## config.mk

```make
export PLATFORM = sky130hd
export DESIGN_NAME = sram_blit_engine
export DESIGN_NICKNAME = d
export VERILOG_FILES = /design/src/rtl/sram_blit_engine.sv
export SDC_FILE = /design/constraint.sdc
export NUM_CORES = 1
export LEC_CHECK = 0
export CAP_MARGIN = 0
export CORE_MARGIN = 2
export CORE_UTILIZATION = 35
export CTS_BUF_LIST = sky130_fd_sc_hd__clkbuf_8 sky130_fd_sc_hd__clkbuf_16
export DETAILED_ROUTE_END_ITERATION = 16
export MAX_ROUTING_LAYER = met4
export SYNTH_ARGS = -nofsm -noshare
export SYNTH_HDL_FRONTEND = slang
export SYNTH_SLANG_ARGS = --single-unit
```

## constraint.sdc

```tcl
create_clock -name clk -period 3.7 [get_ports clk]
set_clock_uncertainty 0.05 [all_clocks]
set_input_delay 1.11 -clock clk [delete_from_list [all_inputs] [get_ports clk]]
set_output_delay 1.11 -clock clk [all_outputs]
set_load 0.01 [all_outputs]
```

## src/rtl/sram_blit_engine.sv

```systemverilog
// Block FILL / COPY engine mastering the 32-bit toggle-handshake GPU port of the SRAM arbiter.
// Exactly one read or write is outstanding at a time; COPY alternates read/write per word.
module sram_blit_engine #(
  parameter int CNT_W  = 16,
  parameter int ADDR_W = 24
) (
  input  logic              clk,
  input  logic              reset_n,
  input  logic              cmd_start,
  input  logic              cmd_copy,
  input  logic [ADDR_W-1:0] cmd_src,
  input  logic [ADDR_W-1:0] cmd_dst,
  input  logic [CNT_W-1:0]  cmd_count,
  input  logic [31:0]       cmd_fill,
  output logic              busy,
  output logic              done,
  output logic [ADDR_W-1:0] mem_addr,
  output logic [31:0]       mem_wdata,
  input  logic [31:0]       mem_rdata,
  output logic              mem_rdreq,
  input  logic              mem_rdack,
  output logic              mem_wrreq,
  input  logic              mem_wrack
);

  typedef enum logic [1:0] {IDLE, RD_WAIT, WR_WAIT, DONE} state_t;

  typedef struct packed {
    logic              copy;
    logic [31:0]       fill;
    logic [ADDR_W-1:0] src;
    logic [ADDR_W-1:0] dst;
    logic [CNT_W-1:0]  count;
  } ctx_t;

  localparam logic [ADDR_W-1:0] WORD_STEP  = ADDR_W'(4);
  localparam logic [ADDR_W-1:0] ALIGN_MASK = ~ADDR_W'(3);

  state_t            state, state_n;
  ctx_t              ctx, ctx_n;
  logic [ADDR_W-1:0] addr_n;
  logic [31:0]       wdata_n;
  logic              rdreq_n, wrreq_n;
  logic              rd_pend, wr_pend;
  logic [ADDR_W-1:0] src_al, dst_al;

  assign rd_pend = (mem_rdreq != mem_rdack);
  assign wr_pend = (mem_wrreq != mem_wrack);
  assign src_al  = cmd_src & ALIGN_MASK;
  assign dst_al  = cmd_dst & ALIGN_MASK;

  // Busy also covers a handshake left unmatched by a reset mid-transfer.
  assign busy = (state != IDLE) || rd_pend || wr_pend;
  assign done = (state == DONE);

  always_ff @(posedge clk or negedge reset_n) begin
    if (!reset_n) begin
      state     <= IDLE;
      ctx       <= '0;
      mem_addr  <= '0;
      mem_wdata <= '0;
      mem_rdreq <= 1'b0;
      mem_wrreq <= 1'b0;
    end else begin
      state     <= state_n;
      ctx       <= ctx_n;
      mem_addr  <= addr_n;
      mem_wdata <= wdata_n;
      mem_rdreq <= rdreq_n;
      mem_wrreq <= wrreq_n;
    end
  end

  always_comb begin
    state_n = state;
    ctx_n   = ctx;
    addr_n  = mem_addr;
    wdata_n = mem_wdata;
    rdreq_n = mem_rdreq;
    wrreq_n = mem_wrreq;
    case (state)
      IDLE: begin
        // Track the arbiter's ack so a stale handshake drains without a new request.
        rdreq_n = mem_rdack;
        wrreq_n = mem_wrack;
        if (cmd_start && !rd_pend && !wr_pend) begin
          ctx_n.copy  = cmd_copy;
          ctx_n.fill  = cmd_fill;
          ctx_n.src   = src_al;
          ctx_n.dst   = dst_al;
          ctx_n.count = cmd_count;
          if (cmd_count == '0) begin
            state_n = DONE;
          end else if (cmd_copy) begin
            addr_n  = src_al;
            rdreq_n = ~mem_rdreq;
            state_n = RD_WAIT;
          end else begin
            addr_n  = dst_al;
            wdata_n = cmd_fill;
            wrreq_n = ~mem_wrreq;
            state_n = WR_WAIT;
          end
        end
      end
      RD_WAIT: begin
        if (!rd_pend) begin
          addr_n    = ctx.dst;
          wdata_n   = mem_rdata;
          wrreq_n   = ~mem_wrreq;
          ctx_n.src = ctx.src + WORD_STEP;
          state_n   = WR_WAIT;
        end
      end
      WR_WAIT: begin
        if (!wr_pend) begin
          ctx_n.dst   = ctx.dst + WORD_STEP;
          ctx_n.count = ctx.count - CNT_W'(1);
          if (ctx.count == CNT_W'(1)) begin
            state_n = DONE;
          end else if (ctx.copy) begin
            // src was already advanced when the previous read completed.
            addr_n  = ctx.src;
            rdreq_n = ~mem_rdreq;
            state_n = RD_WAIT;
          end else begin
            addr_n  = ctx.dst + WORD_STEP;
            wdata_n = ctx.fill;
            wrreq_n = ~mem_wrreq;
          end
        end
      end
      DONE: begin
        state_n = IDLE;
      end
      default: begin
        state_n = IDLE;
      end
    endcase
  end

endmodule

```

# After elaboration in Yosys (flattened, before gate mapping)
# Index checks and enable logic that the tools add are counted.
# W data, S select, Z words.
# totals
elab_cells	94
register_bits	157
input_bits	134
# classes
muxes	44
bitwise_logic	2
n_reduce_logical	20
addsub	3
eq_ne	15
# op_table
operator	count
$mux W32	7
$mux W24	8
$pmux W32 S3	1
$pmux W40 S2	1
$pmux W24 S3	1
$mux W64	1
$add A24 B3 Y24 const B	2
$pmux W24 S2	1
$mux W40	1
$eq A16 B1 Y1 const B	1
$logic_not A16 Y1	1
$ne A2 B2 Y1 const B	8
$sub A16 B1 Y16 const B	1
$mux W2	7
$mux W1	13
$pmux W2 S4	1
$reduce_and A4 Y1	2
$reduce_and A8 Y1	1
$reduce_and A3 Y1	2
$reduce_and A6 Y1	1
$reduce_bool A2 Y1	3
$reduce_and A5 Y1	1
$eq A2 B2 Y1 const B	2
$ne A3 B3 Y1 const B	1
11 further kinds	16

# Depth between registers and ports, before layout
# depth
word_depth	6
ltp_mapped	10
mapped_depth_nobuf	7

# Worst setup path after synthesis
# Ideal clock, no wire load.
# synth_path
path_type	input port to flip-flop
from	in mem_wrack
to	reg ctx[77] (netlist name)
path_stages	6
required_time_ps	3525
n_path_buf	3
slack_ps	770
setup_ps	125
t_arrival_ps	2756
cell_sequence	xor2_1 nor4_1 clkbuf_1 clkbuf_1 buf_2 mux2_2
# synth_between
elab_chain_cells	4
# synth_lines
item	line	text
start: declaration	23	input logic mem_wrack
$ne A1 B1 Y1	48	assign wr_pend = (mem_wrreq != mem_wrack);
$logic_not A1 Y1	-	
$logic_and A1 B1 Y1	86	if (cmd_start && !rd_pend && !wr_pend) begin
$reduce_and A2 Y1 (no line)	-	
end signal: assignment	66	ctx <= ctx_n;
end: declaration	40	ctx_t ctx, ctx_n;
# Every way passes these cells.
# A chain may end at the register's enable or synchronous reset.

# Worst setup path after layout
# layout_path
from	in mem_wrack
to	out busy
# layout_between
elab_chain_cells	2
# layout_lines
item	line	text
$ne A1 B1 Y1	48	
$logic_or A1 B1 Y1	53	assign busy = (state != IDLE) || rd_pend || wr_pend;
end: declaration	15	output logic busy,
# Every way passes these cells.

==> impl_metrics.tcl <==
set metrics [dict create \
    ir_worst_vdd_mv 0.507 \
    setup_slack_ns 0.0782 \
    post-place-ws_ns 0.0325 \
    ys_top_cells_by_area "dfrtp_1 40%, a21oi_1 5.3%, mux2_2 5.3%" \
    seqPwrFrac_pct 28.0 \
    drt-total-wl_mm 30.6 \
    p_int_w 0.00694 \
    synth.most_common_cell "dfrtp_1" \
    wl_met3_mm 1.86 \
    final_cell_area_um2 12400 \
    pwr-share-comb_pct 57.6 \
    synth.distinct_cells 67 \
    final_cells 1533 \
    portBuffers 189 \
    clk_pin_slew_worst_paths_ns 0.07 \
    cts_resized 0 \
    tns_ns 0 \
    clock_latency_ns 0.43 \
    critPathCaptureType "output pin" \
    synth_nets 1168 \
    num_io_pins 194 \
    top_layer_used "met4" \
    antenna_found_initial 1 \
    core-area_um2 26700 \
    die_height_um 168 \
    met1Wirelength_mm 13.7 \
    grtUsageTotal_pct 22.2 \
    min_period_ns 3.62 \
    p_sw_w 0.00513 \
    synth-seq-cells 152 \
    cp_data_arrival_time_ns 2.46 \
    max_slew.worst_pin.slew_ns 0.863 \
    cts_made_buffers 17 \
    vias 8805 \
    ys_seq_area_share_pct 40.3 \
    dieArea_um2 28300 \
    switching_share_pct 42.5 \
    firstDrtPassIters 5 \
    cts.sinks 152 \
    post_cts_buffers 0 \
    start_util_pct 35.3 \
    drt_iter0_markers 627 \
    rsz0062_at_grt "no" \
    maxCapViolations 0 \
    slew_headroom_pct 42.2 \
    crit_fanout 3 \
    cts_tree "yes" \
    fillers 2536 \
    dp_cells 1500 \
    grt_max_degree 62 \
    worstSetupPathType "in -> out" \
    grt_pass1_vias 8476 \
    setup_viol 0 \
    wire_per_inst_um 20.0 \
    hold_viol_final 0 \
    placed_cell_area_um2 11800 \
    drc 0 \
    powerDensity_nw_per_um2 977 \
    crit_slowest_cell "clkdlybuf4s50_1" \
    hpwlAfterDp_mm 21.4 \
    place.gp.congestion 0.865 \
    drive_above_1_share_pct 14.2 \
    worst_path_most_repeated_cell "clkdlybuf4s50_1" \
    avgSynthCellArea_um2 9.19 \
    status "completed" \
    synth_area_leader_cell "dfrtp_1" \
    p_leak_nw 4.92 \
    cts_max_level 4 \
    maxSlewViolCount 0 \
    synth_commonest_cells "152 x dfrtp_1, 100 x a21oi_1, 79 x clkbuf_1" \
    worstPathRequired_ns 2.54 \
    grt_pass1_wl_mm 48.0 \
    clock.fmax_mhz 276 \
    synth_warnings 0 \
    row_count 60 \
    async_flop_share_pct 100 \
    fin_nets 1320 \
    slowest_delay_ns 0.55 \
    syn_inst 1026 \
    multiInputGateArea_um2 5160 \
    root_buffer "clkbuf_16" \
    ant_nets 0 \
    wl_met2_mm 14.1 \
    start_kind "input pin" \
    hold_class "reg -> reg" \
    syn_to_final_growth_pct 31.1 \
    seq_area_um2 3800 \
    pwr-share-clk_pct 14.4 \
    synth-edff-count 0 \
    postCtsHoldBufs 0 \
    cp_cell_sequence "clkdlybuf4s50_1, xnor2_2, nand3_1, clkdlybuf4s50_1" \
    synthesis.area_um2 9430 \
    cts_max_path_buffers 2 \
    fin_crit_sh_pct 97.9 \
    avgViaCountPerCell 5.74 \
    overflow 0 \
    synth_flop_cell "dfrtp_1" \
    die_w_um 168 \
    synth_top_area_share_pct 40.3 \
]
logic make-up after synthesis:
kind of cell | after synthesis | share of synthesized area (%)
xor gates and xnor gates | 11 | 1.02
muxes | 100 | 12.9
adders and majority gates | 8 | 1.06
DFF | 152 | 40.3
buffers and inverters | 115 | 5.49
and+or+nand+nor | 278 | 14.7
AOI/OAI and AO/OA | 362 | 24.5
per-layer routing:
metal  vias up  global-route usage [%]
met2       301                    33.5
li1       4168                       -
met5         -                       -
met3        50                    4.61
met4         0                    8.25
met1      4286                    29.5
layout by cell type (no fill, tap or decap), types with 29 or more instances in the layout:
cell             Yosys  routed
clkdlybuf4s50_1      0     186
dfrtp_1            152     152
a21oi_1            100     100
nand2_1             74      74
o21ai_0             72      72
nor2_1              56      56
mux2_2              44      44
o22ai_1             43      43
a22oi_1             34      34
mux2_4              32      32
nand3_1             30      30
buf_4                2      29
registers in the layout, indices dropped and copies added, names as in the netlist:
| register | count |
|---|---|
| mem_addr | 23 |
| state | 2 |
| ctx | 93 |
| mem_wdata | 32 |
| mem_rdreq | 1 |
| mem_wrreq | 1 |
worst max-delay path, delay by kind of cell:
family,cells,cell delay [ns]
simple gates,1,0.11
buf+inv,2,1.05
xor+xnor,1,0.19
path summary, 6_finish.rpt:
check	from	to	slack, ns	cells after the start
max in group asynchronous	reset_n	ctx[80]	2.32	2
min in group asynchronous	reset_n	ctx[5]	0.54	1
max reg2reg	state[0]	mem_addr[20]	0.83	7
max	mem_wrack	busy	0.08	4
min	mem_wdata[17]	mem_wdata[17]	0.46	1
min reg2reg	mem_wdata[17]	mem_wdata[17]	0.46	1
power groups by stage:
stage | combinational [W] | clock, W | sequential [W]
after floorplan | 0.00481 | 0 | 0.00323
after global placement | 0.00687 | 0 | 0.00335
after detailed placement | 0.00697 | 0 | 0.00338
after CTS | 0.00699 | 0.00179 | 0.00336
after global routing | 0.00760 | 0.00185 | 0.00352
final | 0.00695 | 0.00174 | 0.00338
per-stage QoR:
step / hold WS, ns / util [%] / power [W]
final: 0.457 / 46.2 / 0.0121
after global routing: 0.471 / 46.2 / 0.0130
after CTS: 0.459 / 46.2 / 0.0121
after detailed placement: 0.442 / 44.0 / 0.0103
after global placement: 0.440 / 44.0 / 0.0102
after floorplan: 0.424 / - / 0.00803
cell type report:
type | instances | share of cell area (%)
antenna | 1 | 0.0202
clock buffer | 18 | 3.55
clock inverter | 14 | 1.11
inverter | 20 | 0.607
multi-input combinational | 759 | 41.8
sequential | 152 | 30.8
tap | 341 | 3.45
timing repair buffer | 228 | 18.7
No activity file was read; power rests on OpenSTA's default activity.
